--- src/rtl/dbg_cmd_bridge_pkg.sv ---
// rtl/dbg_cmd_bridge_pkg.sv - shared bus codes, opcode bytes and FSM encoding for the debug command bridge
package dbg_cmd_bridge_pkg;

    typedef enum logic [2:0] {
        ST_IDLE      = 3'd0,
        ST_GET_ADDR  = 3'd1,
        ST_GET_DATA  = 3'd2,
        ST_ISSUE     = 3'd3,
        ST_WAIT_RESP = 3'd4,
        ST_SEND      = 3'd5
    } state_t;

    localparam logic [2:0] MCMD_IDLE = 3'b000;
    localparam logic [2:0] MCMD_WR   = 3'b001;
    localparam logic [2:0] MCMD_RD   = 3'b010;

    localparam logic [1:0] SRESP_NULL = 2'b00;
    localparam logic [1:0] SRESP_DVA  = 2'b01;

    localparam logic [7:0] OPC_WRITE = 8'h57;
    localparam logic [7:0] OPC_READ  = 8'h52;
    localparam logic [7:0] OPC_ABORT = 8'h1B;

    function automatic logic is_opcode(input logic [7:0] b);
        return (b == OPC_WRITE) || (b == OPC_READ);
    endfunction

endpackage

--- src/rtl/dbg_cmd_bridge_if.sv ---
// rtl/dbg_cmd_bridge_if.sv - RX/TX byte streams and debug bus signals of the command bridge
interface dbg_cmd_bridge_if;
    logic       rx_valid;
    logic [7:0] rx_data;
    logic       rx_ready;
    logic       tx_valid;
    logic [7:0] tx_data;
    logic       tx_ready;
    logic [2:0] bus_MCmd;
    logic [7:0] bus_MAddr;
    logic [7:0] bus_MData;
    logic       bus_SCmdAccept;
    logic [7:0] bus_SData;
    logic [1:0] bus_SResp;
    logic       busy;

    modport master (
        input  rx_valid, rx_data, tx_ready, bus_SCmdAccept, bus_SData, bus_SResp,
        output rx_ready, tx_valid, tx_data, bus_MCmd, bus_MAddr, bus_MData, busy
    );

    modport slave (
        output rx_valid, rx_data, tx_ready, bus_SCmdAccept, bus_SData, bus_SResp,
        input  rx_ready, tx_valid, tx_data, bus_MCmd, bus_MAddr, bus_MData, busy
    );
endinterface

--- src/rtl/dbg_resp_timer.sv ---
// rtl/dbg_resp_timer.sv - read-response timeout counter, built only with DBG_CMD_BRIDGE_TIMEOUT_EN
module dbg_resp_timer #(
    parameter logic [7:0] LIMIT = 8'd255
) (
    input  logic clk,
    input  logic reset,
    input  logic run,
    output logic expired
);

    logic [7:0] count;

    // Held at zero outside WAIT_RESP, so every entry starts a fresh count.
    always_ff @(posedge clk or posedge reset) begin
        if (reset) begin
            count <= 8'd0;
        end else if (!run) begin
            count <= 8'd0;
        end else if (!expired) begin
            count <= count + 8'd1;
        end
    end

    assign expired = run && (count == (LIMIT - 8'd1));

endmodule

--- src/rtl/dbg_cmd_bridge.sv ---
// rtl/dbg_cmd_bridge.sv - byte-stream command parser and single-outstanding debug bus master
// Optional read timeout enabled by defining DBG_CMD_BRIDGE_TIMEOUT_EN.
module dbg_cmd_bridge
    import dbg_cmd_bridge_pkg::*;
#(
    parameter logic [7:0] TIMEOUT_CYC = 8'd255,
    parameter logic [7:0] ACK_CHAR    = 8'h4B,
    parameter logic [7:0] NAK_CHAR    = 8'h3F,
    parameter logic [7:0] ERR_CHAR    = 8'h45
) (
    input  logic             clk,
    input  logic             reset,
    dbg_cmd_bridge_if.master dbg
);

    state_t     state, state_nxt;
    logic       op_wr, op_wr_nxt;
    logic [7:0] maddr, maddr_nxt;
    logic [7:0] mdata, mdata_nxt;
    logic [2:0] mcmd, mcmd_nxt;
    logic [7:0] tx_data_r, tx_data_nxt;
    logic       rx_fire;
    logic       cmd_accepted;
    logic       resp_dva;
    logic       timed_out;

    assign rx_fire      = dbg.rx_valid && dbg.rx_ready;
    assign cmd_accepted = dbg.bus_SCmdAccept && (mcmd != MCMD_IDLE);
    assign resp_dva     = (dbg.bus_SResp == SRESP_DVA);

`ifdef DBG_CMD_BRIDGE_TIMEOUT_EN
    dbg_resp_timer #(
        .LIMIT (TIMEOUT_CYC)
    ) u_resp_timer (
        .clk     (clk),
        .reset   (reset),
        .run     (state == ST_WAIT_RESP),
        .expired (timed_out)
    );
`else
    logic unused_cfg;
    assign timed_out  = 1'b0;
    assign unused_cfg = ^TIMEOUT_CYC;
`endif

    always_ff @(posedge clk or posedge reset) begin
        if (reset) begin
            state     <= ST_IDLE;
            op_wr     <= 1'b0;
            maddr     <= 8'h00;
            mdata     <= 8'h00;
            mcmd      <= MCMD_IDLE;
            tx_data_r <= 8'h00;
        end else begin
            state     <= state_nxt;
            op_wr     <= op_wr_nxt;
            maddr     <= maddr_nxt;
            mdata     <= mdata_nxt;
            mcmd      <= mcmd_nxt;
            tx_data_r <= tx_data_nxt;
        end
    end

    always_comb begin
        state_nxt   = state;
        op_wr_nxt   = op_wr;
        maddr_nxt   = maddr;
        mdata_nxt   = mdata;
        mcmd_nxt    = mcmd;
        tx_data_nxt = tx_data_r;
        case (state)
            ST_IDLE: begin
                if (rx_fire) begin
                    if (is_opcode(dbg.rx_data)) begin
                        op_wr_nxt = (dbg.rx_data == OPC_WRITE);
                        state_nxt = ST_GET_ADDR;
                    end else begin
                        tx_data_nxt = NAK_CHAR;
                        state_nxt   = ST_SEND;
                    end
                end
            end
            ST_GET_ADDR: begin
                if (rx_fire) begin
                    if (dbg.rx_data == OPC_ABORT) begin
                        maddr_nxt = 8'h00;
                        mdata_nxt = 8'h00;
                        state_nxt = ST_IDLE;
                    end else begin
                        maddr_nxt = dbg.rx_data;
                        state_nxt = op_wr ? ST_GET_DATA : ST_ISSUE;
                    end
                end
            end
            ST_GET_DATA: begin
                if (rx_fire) begin
                    if (dbg.rx_data == OPC_ABORT) begin
                        maddr_nxt = 8'h00;
                        mdata_nxt = 8'h00;
                        state_nxt = ST_IDLE;
                    end else begin
                        mdata_nxt = dbg.rx_data;
                        state_nxt = ST_ISSUE;
                    end
                end
            end
            ST_ISSUE: begin
                // First ISSUE cycle loads MCmd; it then holds until the slave accepts.
                if (cmd_accepted) begin
                    mcmd_nxt = MCMD_IDLE;
                    if (op_wr) begin
                        tx_data_nxt = ACK_CHAR;
                        state_nxt   = ST_SEND;
                    end else begin
                        state_nxt = ST_WAIT_RESP;
                    end
                end else if (mcmd == MCMD_IDLE) begin
                    mcmd_nxt = op_wr ? MCMD_WR : MCMD_RD;
                end
            end
            ST_WAIT_RESP: begin
                if (resp_dva) begin
                    tx_data_nxt = dbg.bus_SData;
                    state_nxt   = ST_SEND;
                end else if (timed_out) begin
                    tx_data_nxt = ERR_CHAR;
                    state_nxt   = ST_SEND;
                end
            end
            ST_SEND: begin
                if (dbg.tx_ready) begin
                    state_nxt = ST_IDLE;
                end
            end
            default: begin
                state_nxt = ST_IDLE;
            end
        endcase
    end

    assign dbg.rx_ready  = (state == ST_IDLE) || (state == ST_GET_ADDR) || (state == ST_GET_DATA);
    assign dbg.tx_valid  = (state == ST_SEND);
    assign dbg.tx_data   = tx_data_r;
    assign dbg.bus_MCmd  = mcmd;
    assign dbg.bus_MAddr = maddr;
    assign dbg.bus_MData = mdata;
    assign dbg.busy      = (state != ST_IDLE);

endmodule
--- src/flat_wrapper.sv ---
// flat-port wrapper written by rule: the top's interface ports become plain ports
module dbg_cmd_bridge_flat import dbg_cmd_bridge_pkg::*;
#(
    parameter logic [7:0] TIMEOUT_CYC = 8'd255,
    parameter logic [7:0] ACK_CHAR    = 8'h4B,
    parameter logic [7:0] NAK_CHAR    = 8'h3F,
    parameter logic [7:0] ERR_CHAR    = 8'h45
)
  (clk, reset, dbg_rx_valid, dbg_rx_data, dbg_tx_ready, dbg_bus_SCmdAccept, dbg_bus_SData, dbg_bus_SResp, dbg_rx_ready, dbg_tx_valid, dbg_tx_data, dbg_bus_MCmd, dbg_bus_MAddr, dbg_bus_MData, dbg_busy);
  dbg_cmd_bridge_if dbg_i ();
  input  logic clk;
  input  logic reset;
  input wire logic [$bits(dbg_i.rx_valid)-1:0] dbg_rx_valid;
  input wire logic [$bits(dbg_i.rx_data)-1:0] dbg_rx_data;
  input wire logic [$bits(dbg_i.tx_ready)-1:0] dbg_tx_ready;
  input wire logic [$bits(dbg_i.bus_SCmdAccept)-1:0] dbg_bus_SCmdAccept;
  input wire logic [$bits(dbg_i.bus_SData)-1:0] dbg_bus_SData;
  input wire logic [$bits(dbg_i.bus_SResp)-1:0] dbg_bus_SResp;
  output wire logic [$bits(dbg_i.rx_ready)-1:0] dbg_rx_ready;
  output wire logic [$bits(dbg_i.tx_valid)-1:0] dbg_tx_valid;
  output wire logic [$bits(dbg_i.tx_data)-1:0] dbg_tx_data;
  output wire logic [$bits(dbg_i.bus_MCmd)-1:0] dbg_bus_MCmd;
  output wire logic [$bits(dbg_i.bus_MAddr)-1:0] dbg_bus_MAddr;
  output wire logic [$bits(dbg_i.bus_MData)-1:0] dbg_bus_MData;
  output wire logic [$bits(dbg_i.busy)-1:0] dbg_busy;
  assign dbg_i.rx_valid = dbg_rx_valid;
  assign dbg_i.rx_data = dbg_rx_data;
  assign dbg_i.tx_ready = dbg_tx_ready;
  assign dbg_i.bus_SCmdAccept = dbg_bus_SCmdAccept;
  assign dbg_i.bus_SData = dbg_bus_SData;
  assign dbg_i.bus_SResp = dbg_bus_SResp;
  assign dbg_rx_ready = dbg_i.rx_ready;
  assign dbg_tx_valid = dbg_i.tx_valid;
  assign dbg_tx_data = dbg_i.tx_data;
  assign dbg_bus_MCmd = dbg_i.bus_MCmd;
  assign dbg_bus_MAddr = dbg_i.bus_MAddr;
  assign dbg_bus_MData = dbg_i.bus_MData;
  assign dbg_busy = dbg_i.busy;
  dbg_cmd_bridge #(.TIMEOUT_CYC(TIMEOUT_CYC), .ACK_CHAR(ACK_CHAR), .NAK_CHAR(NAK_CHAR), .ERR_CHAR(ERR_CHAR)) u_core (.clk(clk), .reset(reset), .dbg(dbg_i));
endmodule
--- config.mk ---
export PLATFORM = sky130hd
export DESIGN_NAME = dbg_cmd_bridge_flat
export DESIGN_NICKNAME = d
export VERILOG_FILES = /design/src/rtl/dbg_cmd_bridge_pkg.sv /design/src/rtl/dbg_cmd_bridge_if.sv /design/src/rtl/dbg_resp_timer.sv /design/src/rtl/dbg_cmd_bridge.sv /design/src/flat_wrapper.sv
export SDC_FILE = /design/constraint.sdc
export NUM_CORES = 1
export LEC_CHECK = 0
export CAP_MARGIN = 30
export CORE_MARGIN = 8
export CORE_UTILIZATION = 48
export CTS_CLUSTER_DIAMETER = 50
export DETAILED_ROUTE_END_ITERATION = 6
export GPL_TIMING_DRIVEN = 0
export PLACE_DENSITY = 0.84
export SYNTH_ARGS = -nofsm -noshare
export SYNTH_HDL_FRONTEND = slang
export SYNTH_SLANG_ARGS = --single-unit
--- constraint.sdc ---
create_clock -name clk -period 3.9 [get_ports clk]
set_input_delay 0.585 -clock clk [delete_from_list [all_inputs] [get_ports clk]]
set_output_delay 0.585 -clock clk [all_outputs]
set_load 0.05 [all_outputs]
[Yosys cells after proc, flatten, opt, wreduce, memory -nomap -nowiden]
Cells that the tools add are included.
Operators by class
  multiplexer cells: 27
  equal/unequal tests: 19
  reduce and logical (&&, ||, !) cells: 18
Operators by type and width (number)
  $mux 8: 9
  $pmux 8 s2: 2
  $mux 3: 10
  $pmux 8 s3: 1
  $pmux 3 s6: 1
  $eq 8x7->1 const B: 2
  $ne 2x1->1 const B: 8
  $reduce_and 6->1: 2
  $reduce_bool 3->1: 3
  $eq 8x5->1 const B: 1
  $reduce_and 4->1: 2
  $eq 3x2->1 const B: 2
  $eq 3x3->1 const B: 2
  $logic_not 3->1: 2
  $mux 2: 2
  $ne 2x2->1 const B: 2
  $reduce_bool 2->1: 2
  $eq 3x1->1 const B: 1
  $logic_or 1x1->1: 3
  $reduce_and 3->1: 1
  $eq 2x1->1 const B: 1
  $logic_and 1x1->1: 2
  $mux 1: 2
  $reduce_and 2->1: 1
Word-level totals
  output and inout port bits: 30
  register bits after elaboration: 31

[Logic depth before layout (Yosys ltp)]
Gate-level depths: netlist (run 1).
  depth in word-level cells: 6
  mapped depth: 7
  depth with buffers taken out: 4

[Least setup slack after synthesis (run 1)]
Ideal clock, no wire load.
  path kind: reg2reg
  start: reg u_core.state[2]
  end: reg u_core.state[2]
  path slack: 1.750 ns
  required time: 3.773 ns
  setup time: 0.127 ns
  path buffers: 1
  cell stages (with the launch flop): 6
  clock period less this slack: 2.150 ns
  arrival: 2.023 ns
  cell sequence: dfrtp_1 clkbuf_1 a21oi_1 and4_1 nor2_1 mux2_1
On the way
  cells in the longest elaborated chain, start to end: 6
  elaborated cells between the ends (all ways): 17
  classes of those cells: eq/ne (11); mux (1); reduce/logical (5)
Ends and longest elaborated chain
  start: declaration: RTL line dbg_cmd_bridge.sv:16  | state_t state, state_nxt;
  start signal: assignment: RTL line dbg_cmd_bridge.sv:55  | state <= state_nxt;
  $eq 3x1->1 / $logic_not 3->1 (equally long branches): RTL line dbg_cmd_bridge.sv:141  | assign dbg.rx_ready = (state == ST_IDLE) || (state == ST_GET_ADDR) || (state == ST_GET_DATA);
  $logic_or 1x1->1: RTL line dbg_cmd_bridge.sv:141
  $logic_or 1x1->1 (*): RTL line dbg_cmd_bridge.sv:141
  named net dbg_rx_ready: RTL line flat_wrapper.sv:19  | output wire logic [$bits(dbg_i.rx_ready)-1:0] dbg_rx_ready;
  $logic_and 1x1->1 (*): RTL line dbg_cmd_bridge.sv:27  | assign rx_fire = dbg.rx_valid && dbg.rx_ready;
  $ne 2x1->1 (no source line)
  $reduce_and 6->1 (no source line) (*)
Mark *: on every way through the listed nets, which the timed path passes. The rest lies on a longest branch.
A chain may end at the register's enable or synchronous reset.

[Worst setup path after layout (run 1)]
  start: reg u_core.state[2]
  end: out dbg_tx_valid
On the way
  cells in the longest elaborated chain, start to end: 1
Ends and longest elaborated chain
  $eq 3x3->1: RTL line dbg_cmd_bridge.sv:142  | assign dbg.tx_valid = (state == ST_SEND);
  end: declaration: RTL line flat_wrapper.sv:20  | output wire logic [$bits(dbg_i.tx_valid)-1:0] dbg_tx_valid;
No other way between the ends.

==> impl_metrics.yaml, run 1 <==
clocking:
  htree_num_levels: 2
  clock_sinks: 30
  cts_tree: "yes"
  ctsHoldBuffers: 0
  clkTransAtPathRegs_ps: 90
  post_cts_buffers: 0
  cts-root-buf: "clkbuf_4"
  clk_latency_ps: 340
  cts_made_buffers: 5
  postCtsResizedCells: 0
  cts_max_path_buffers: 2
layout:
  multi_input_area_um2: 694
  stdcell_count: 257
  seqCellArea_um2: 751
  num-fill-cells: 242
  area_growth_pct: 41.7
  diodes: 0
  fin_nets: 237
  fin_util_pct: 71.7
  drive_gt1_share_pct: 9.39
grt:
  antenna_found_initial: 0
  grt_pass1_wl_um: 6890
  grt-ovfl-total: 0
  grt_usage_pct: 16.9
  grt_max_degree: 18
  grt_pass1_vias: 1440
timing:
  min_period_ps: 2720
  finClkSkew_ps: 8.78
  setup_viol: 0
  layout_setup_ws_ps: 1180
  timing.fmax_mhz: 368
  slew_violations: 0
  max_slew_margin_pct: 58.6
  finalSetupTns_ps: 0
  rsz0062_at_grt: "no"
  period_share_pct: 69.7
  tightest_slew_ps: 620
  hold_violations: 0
pwr:
  powerDensity_nw_per_um2: 916
  ir_worst_vdd_mv: 0.406
  p_leak_nw: 1.01
  finalPower_w: 0.00200
worst_setup_path:
  end_kind: "output port"
  arrival_ps: 2130
  path_max_fanout: 10
  required_ps: 3310
  criticalPathCategory: "flop to output port"
  start_kind: "flop"
synthesis:
  yosys_warnings: 0
  netlist_instances: 155
  synthTopCellsByArea: "dfrtp_1 49%, a22o_1 4.5%, mux2i_1 4.5%"
  synth_area_per_cell_um2: 9.97
  async_flop_share_pct: 100
  syn_nets: 178
  synth.distinct_cells: 39
  synth_top_area_share_pct: 48.6
  postSynthRegisterBits: 30
  synth_area_um2: 1550
  ys.flop_type: "dfrtp_1"
  seq_area_frac_synth_pct: 48.6
  post-synth-top-area-cell: "dfrtp_1"
  synth_edf_count: 0
job:
  cap_violations: 0
drt:
  drt_wl_total_um: 4240
  post_drt_wl_per_cell_um: 16.5
  via_count: 1438
  ant_nets: 0
  via_per_inst: 5.60
  drtIter0Drc: 114
  drc_errors: 0
  dr.pass1.iters: 4
placed_design:
  portBuffers: 51
  pre_cts_ws_ps: 1560
  dp_cells: 251
  dp_hpwl_um: 3330
  place_congestion: 0.889
die:
  rows: 20
  core_um2: 3050
  die_y_um: 72.7
  ios: 53
  initial_utilization_pct: 50.6
  die_w_um: 72.7
  die_area_um2: 5290
run_status:
  status: "finished, final reports clean"
min_path:
  hp-class: "flop to flop"
[critical path: stages, from the launching register on]
cell             delay [ps]
dfrtp_1                 430
clkbuf_1                350
and2_1                  210
clkdlybuf4s50_1         810
[through the flow]
step           hold slack, ps  cell area (µm²)
2_1_floorplan             573             1550
3_5_place_dp              490             2140
6_report                  514             2190
5_1_grt                   534             2190
3_3_place_gp              482             2110
4_1_cts                   509             2190
[flip-flops by register name, indices dropped and copies added (netlist names)]
signal	count
u_core.dbg.bus_MAddr	8
u_core.dbg.bus_MCmd	2
u_core.dbg.bus_MData	8
u_core.dbg.tx_data	8
u_core.op_wr	1
u_core.state	3
[cell families (layout without fill, tap and decap cells)]
family	after synthesis	after routing	share of synthesized area, %
XOR/XNOR	1	1	0.567
flip-flops	30	30	48.6
AND/OR/NAND/NOR	56	56	20.0
other	1	1	0.243
multiplexers	10	10	7.21
AO/OA/AOI/OAI	38	38	16.9
buffers and inverters	19	77	6.48
[cell usage in the layout (no fill, tap or decap), types with 2 or more instances in the layout]
master	instances
a211oi_1	2
a21oi_1	5
a22o_1	8
a32o_1	2
and2_1	2
and2b_1	2
and3_1	3
and4_1	2
and4bb_2	2
buf_2	2
buf_6	3
clkbuf_1	2
clkbuf_4	5
clkdlybuf4s50_1	51
dfrtp_1	30
inv_1	11
mux2_4	2
mux2i_1	7
nand2_1	17
nand3_1	5
nand4_1	6
nor2_1	8
nor2b_1	2
o21ai_0	12
o31ai_1	4
[synthesized netlist by cell type (all sizes together) (3+ instances only)]
master and number:
a22o 8, mux2i 7, o21ai 13, mux2 3, dfrtp 30, buf 6, nand2 17, and3 3
o31ai 4, inv 11, nor2 9, a21oi 6, nand3 5, nand4 6
[layout make-up]
class / count / area share [%]
plain buffers: 8 / 2.69
clock buffers: 6 / 2.34
inverters: 11 / 1.89
multi-input cells: 106 / 31.7
flip-flops and latches: 30 / 34.3
well taps: 44 / 2.51
repair buffers: 52 / 24.6
[power by group]
part | switching [W] | leakage [nW] | internal, W
sequential | 0.0000754 | 0.361 | 0.000441
clock | 0.000102 | 0.0302 | 0.0000810
combinational | 0.000834 | 0.620 | 0.000472
total | 0.00101 | 1.01 | 0.000994
[layer usage]
layer | vias to the layer above | part of all wire, % | global-route usage [%]
li1 | 675 | - | -
met1 | 688 | 38 | 18.3
met2 | 64 | 52 | 28.3
met3 | 11 | 7.5 | 5.63
met4 | 0 | 2.6 | 8.89
met5 | - | 0 | 0
[path summary, 6_finish.rpt]
kind | from | to | slack, ps | depth (start not counted)
max in group asynchronous | reset | u_core.dbg.bus_MAddr[3] | 2780 | 3
min | u_core.dbg.bus_MAddr[0] | u_core.dbg.bus_MAddr[0] | 510 | 1
max | u_core.state[2] | dbg_tx_valid | 1180 | 3
max reg2reg | u_core.state[0] | u_core.dbg.tx_data[6] | 2150 | 6
min reg2reg | u_core.dbg.bus_MAddr[0] | u_core.dbg.bus_MAddr[0] | 510 | 1
min in group asynchronous | reset | u_core.dbg.bus_MAddr[1] | 630 | 2
(Power assumes the default switching activity.)
==> run 2: changes to the inputs <==
--- a/config.mk
+++ b/config.mk
@@ -7,11 +7,11 @@
 export LEC_CHECK = 0
 export CAP_MARGIN = 30
 export CORE_MARGIN = 8
-export CORE_UTILIZATION = 48
+export CORE_UTILIZATION = 45
 export CTS_CLUSTER_DIAMETER = 50
 export DETAILED_ROUTE_END_ITERATION = 6
 export GPL_TIMING_DRIVEN = 0
-export PLACE_DENSITY = 0.84
+export PLACE_DENSITY = 0.79
 export SYNTH_ARGS = -nofsm -noshare
 export SYNTH_HDL_FRONTEND = slang
 export SYNTH_SLANG_ARGS = --single-unit
==> constraint.sdc (replaced) <==
create_clock -name clk -period 2.6 [get_ports clk]
set_input_delay 0.39 -clock clk [delete_from_list [all_inputs] [get_ports clk]]
set_output_delay 0.39 -clock clk [all_outputs]
set_load 0.05 [all_outputs]
==> impl_metrics.yaml, run 2 (synthesis gave the netlist of run 1 again) <==
min_path:
  hp-class: "primary input to asynchronous set/reset pin"
grt:
  grt-ovfl-total: 0
  antenna_found_initial: 0
  grt_pass1_wl_um: 6710
  grt_max_degree: 19
  grt_pass1_vias: 1472
  grt_usage_pct: 15.7
clocking:
  cts_max_path_buffers: 2
  clock_sinks: 30
  cts_made_buffers: 5
  postCtsResizedCells: 0
  clk_latency_ps: 320
  cts-root-buf: "clkbuf_4"
  ctsHoldBuffers: 0
  cts_tree: "yes"
  clkTransAtPathRegs_ps: 100
  htree_num_levels: 2
  post_cts_buffers: 0
timing:
  finClkSkew_ps: 9.85
  tightest_slew_ps: 547
  timing.fmax_mhz: 400
  layout_setup_ws_ps: 98.9
  setup_viol: 0
  max_slew_margin_pct: 63.5
  finalSetupTns_ps: 0
  hold_ws_ps: 397
  slew_violations: 0
  hold_violations: 0
  period_share_pct: 96.2
  rsz0062_at_grt: "no"
  min_period_ps: 2500
layout:
  final_cell_mix: "51 x clkdlybuf4s50_1, 30 x dfrtp_1, 17 x nand2_1"
  diodes: 0
  fin_nets: 237
  finalInstanceArea_um2: 2220
  multi_input_area_um2: 694
  num-fill-cells: 271
  final_common_cell: "clkdlybuf4s50_1"
  seqCellArea_um2: 751
  drive_gt1_share_pct: 10.2
  area_growth_pct: 43.6
pwr:
  swShare_pct: 49.3
  p_leak_nw: 1.03
  p_comb_share_pct: 63.4
  power.clock.fraction_pct: 11.5
  p_switching_w: 0.00153
  ir_worst_vdd_mv: 0.596
  p_int_w: 0.00157
  powerDensity_nw_per_um2: 1400
  p_seq_share_pct: 25.1
die:
  ios: 53
  die_y_um: 74.6
  rows: 21
  die_w_um: 74.6
  initial_utilization_pct: 46.7
  die_area_um2: 5570
  core_um2: 3310
run_status:
  status: "finished, final reports clean"
worst_setup_path:
  crit_start: "u_core.state[2]"
  path_max_fanout: 10
  r2r-end: "u_core.dbg.tx_data[7]"
  r2r_slack_ps: 860
  start_kind: "flop"
  end_kind: "output port"
  arrival_ps: 2110
  criticalPathCategory: "flop to output port"
  worstRegToRegCells: 6
  required_ps: 2210
  timing.rr.start: "u_core.state[0]"
drt:
  post_drt_wl_per_cell_um: 15.9
  drt_wl_total_um: 4150
  drc_errors: 0
  dr.pass1.iters: 4
  via_per_inst: 5.38
  via_count: 1405
  drtIter0Drc: 65
  ant_nets: 0
placed_design:
  post_dp_cell_area_um2: 2140
  pre_cts_ws_ps: 459
  dp_hpwl_um: 3350
  portBuffers: 51
  place_congestion: 0.825
job:
  cap_violations: 0
==> run 2: changes by cell type in the layout (fill, tap and decap cells not counted) <==
cell and delta:
bufinv_16 +1, clkbuf_8 -1, clkinv_2 +2
==> run 2: how the worst max path moves through the flow <==
stage	to	slack (ps)	cells past startpoint
4_1_cts	dbg_tx_valid	90	3
6_report	dbg_tx_valid	100	3
2_1_floorplan	u_core.state[2]	450	5
5_1_grt	dbg_tx_valid	20	3
3_3_place_gp	dbg_tx_valid	440	3
3_5_place_dp	dbg_tx_valid	460	3
==> run 2: power groups by stage <==
stage | clock network (W) | logic (W) | registers (W)
after global routing | 0.000387 | 0.00207 | 0.000800
after CTS | 0.000367 | 0.00197 | 0.000777
after floorplan | 0 | 0.000777 | 0.00136
after detailed placement | 0 | 0.00196 | 0.000787
final | 0.000356 | 0.00196 | 0.000777
after global placement | 0 | 0.00192 | 0.000774
==> run 2: worst max-delay path, cell delays in order (launching register included) <==
cell and delay (ps):
dfrtp_1 430, clkbuf_1 350, and2_1 210, clkdlybuf4s50_1 810
==> run 2: layer usage <==
| layer | vias to the layer above | part of all wire [%] | GRT usage, % |
|---|---|---|---|
| li1 | 672 | - | - |
| met1 | 687 | 39 | 15.3 |
| met2 | 41 | 53 | 29.8 |
| met3 | 5 | 6.3 | 4.04 |
| met4 | 0 | 1.3 | 7.61 |
| met5 | - | 0 | 0 |
==> run 2: layout make-up <==
class / count / share of cell area (%)
Inverter: 11 / 1.86
Sequential cell: 30 / 33.8
Buffer: 8 / 2.65
Tap cell: 46 / 2.59
Multi-Input combinational cell: 106 / 31.3
Timing Repair Buffer: 52 / 24.3
Clock buffer: 5 / 1.69
Clock inverter: 3 / 1.80
==> run 2: through the flow <==
step	power, W	util [%]	cells
after global placement	0.00270	63.8	252
after detailed placement	0.00275	64.7	253
final	0.00309	67.0	261
after floorplan	0.00213	-	155
after CTS	0.00311	67.0	261
after global routing	0.00326	67.0	261
==> run 3: changes to the inputs <==
==> constraint.sdc (replaced) <==
create_clock -name clk -period 2.46 [get_ports clk]
set_input_delay 0.369 -clock clk [delete_from_list [all_inputs] [get_ports clk]]
set_output_delay 0.369 -clock clk [all_outputs]
set_load 0.05 [all_outputs]
==> impl_metrics.yaml, run 3 (synthesis gave the netlist of run 1 again) <==
run_status:
  status: "finished, final reports clean"
timing:
  slew_violations: 0
  layout_setup_ws_ps: 128
  setup_viol: 0
  period_share_pct: 94.8
  finalSetupTns_ps: 0
  finClkSkew_ps: 9.85
  tightest_slew_ps: 547
  min_period_ps: 2330
  max_slew_margin_pct: 63.5
  hold_violations: 0
  hold_ws_ps: 376
  rsz0062_at_grt: "no"
  timing.fmax_mhz: 429
pwr:
  powerDensity_nw_per_um2: 1470
  p_leak_nw: 1.04
  ir_worst_vdd_mv: 0.630
layout:
  finalInstanceArea_um2: 2220
  diodes: 0
  fin_util_pct: 67.0
  final_cell_mix: "49 x clkdlybuf4s50_1, 30 x dfrtp_1, 17 x nand2_1"
  final_common_cell: "clkdlybuf4s50_1"
  fin_nets: 237
  drive_gt1_share_pct: 10.2
  area_growth_pct: 43.6
clocking:
  clock_sinks: 30
  clk_latency_ps: 320
  cts-root-buf: "clkbuf_4"
  post_cts_buffers: 0
  cts_tree: "yes"
  htree_num_levels: 2
  cts_max_path_buffers: 2
  clkTransAtPathRegs_ps: 100
  cts_made_buffers: 5
placed_design:
  dp_hpwl_um: 3350
  portBuffers: 51
  pre_cts_ws_ps: 340
  place_congestion: 0.825
  post_dp_cell_area_um2: 2140
drt:
  drc_errors: 0
  via_count: 1405
  post_drt_wl_per_cell_um: 15.9
  dr.pass1.iters: 4
  drtIter0Drc: 65
  ant_nets: 0
  drt_wl_total_um: 4160
  via_per_inst: 5.38
worst_setup_path:
  required_ps: 2090
  start_kind: "flop"
  criticalPathCategory: "flop to output port"
  arrival_ps: 1960
  path_max_fanout: 10
  end_kind: "output port"
die:
  rows: 21
  die_w_um: 74.6
  core_um2: 3310
  die_y_um: 74.6
  ios: 53
  die_area_um2: 5570
  initial_utilization_pct: 46.7
grt:
  grt-ovfl-total: 0
  grt_usage_pct: 15.7
  grt_pass1_wl_um: 6710
  antenna_found_initial: 0
  grt_pass1_vias: 1472
  grt_max_degree: 19
job:
  cap_violations: 0
min_path:
  hp-class: "primary input to asynchronous set/reset pin"
-- run 3: cell types whose count changed in the layout (fill, tap and decap cells not counted), sizes merged --
cell,delta
clkdlybuf4s50,-2
dlymetal6s2s,+1
dlygate4sd2,+1
-- run 3: power by group --
part	switching, W	internal (W)	total (W)
logic	0.00133	0.000742	0.00207
clock network	0.000166	0.000210	0.000376
registers	0.000122	0.000699	0.000821
-- run 3: metal layers --
metal	track usage, %	part of all wire (%)	vias to the layer above
met3	4.04	6.3	5
met2	29.8	53	41
met1	15.3	39	687
li1	-	-	672
met5	0	0	-
met4	7.61	1.3	0
-- run 3: final timing paths --
| check | startpoint | end | slack [ps] | cells after the start |
|---|---|---|---|---|
| worst max register to register | u_core.state[0] | u_core.dbg.tx_data[7] | 720 | 6 |
| min in group clk | u_core.dbg.bus_MAddr[6] | u_core.dbg.bus_MAddr[6] | 520 | 1 |
| worst max-delay path | u_core.state[1] | dbg_busy | 130 | 4 |
| worst min-delay path | reset | u_core.dbg.bus_MAddr[0] | 380 | 2 |
| max in group asynchronous | reset | u_core.dbg.bus_MCmd[1] | 1600 | 3 |
| worst min register to register | u_core.dbg.bus_MAddr[6] | u_core.dbg.bus_MAddr[6] | 520 | 1 |
-- run 3: stage by stage --
| step | power, W | std cells |
|---|---|---|
| 2_1_floorplan | 0.00225 | 155 |
| 5_1_grt | 0.00344 | 261 |
| 3_5_place_dp | 0.00291 | 253 |
| 3_3_place_gp | 0.00285 | 252 |
| 4_1_cts | 0.00329 | 261 |
| 6_report | 0.00326 | 261 |
-- run 3: worst max-delay path: stages (launching register included) --
cell	delay (ps)
dfrtp_1	390
buf_6	140
nor3_1	320
inv_1	90
clkdlybuf4s50_1	710
-- run 3: final cells by class --
type | count | area (µm²)
inverters | 11 | 41.3
clock buffers | 5 | 37.5
multi-input cells | 106 | 694
clock inverters | 3 | 40.0
fillers | 270 | 1090
repair buffers | 52 | 539
well taps | 46 | 57.6
flip-flops and latches | 30 | 751
plain buffers | 8 | 58.8
-- run 3: what timing repair did --
action,CTS,global route
hold buffers,0,0
gates resized for setup,1,1
setup endpoints to repair,1,1
pin swaps,0,0
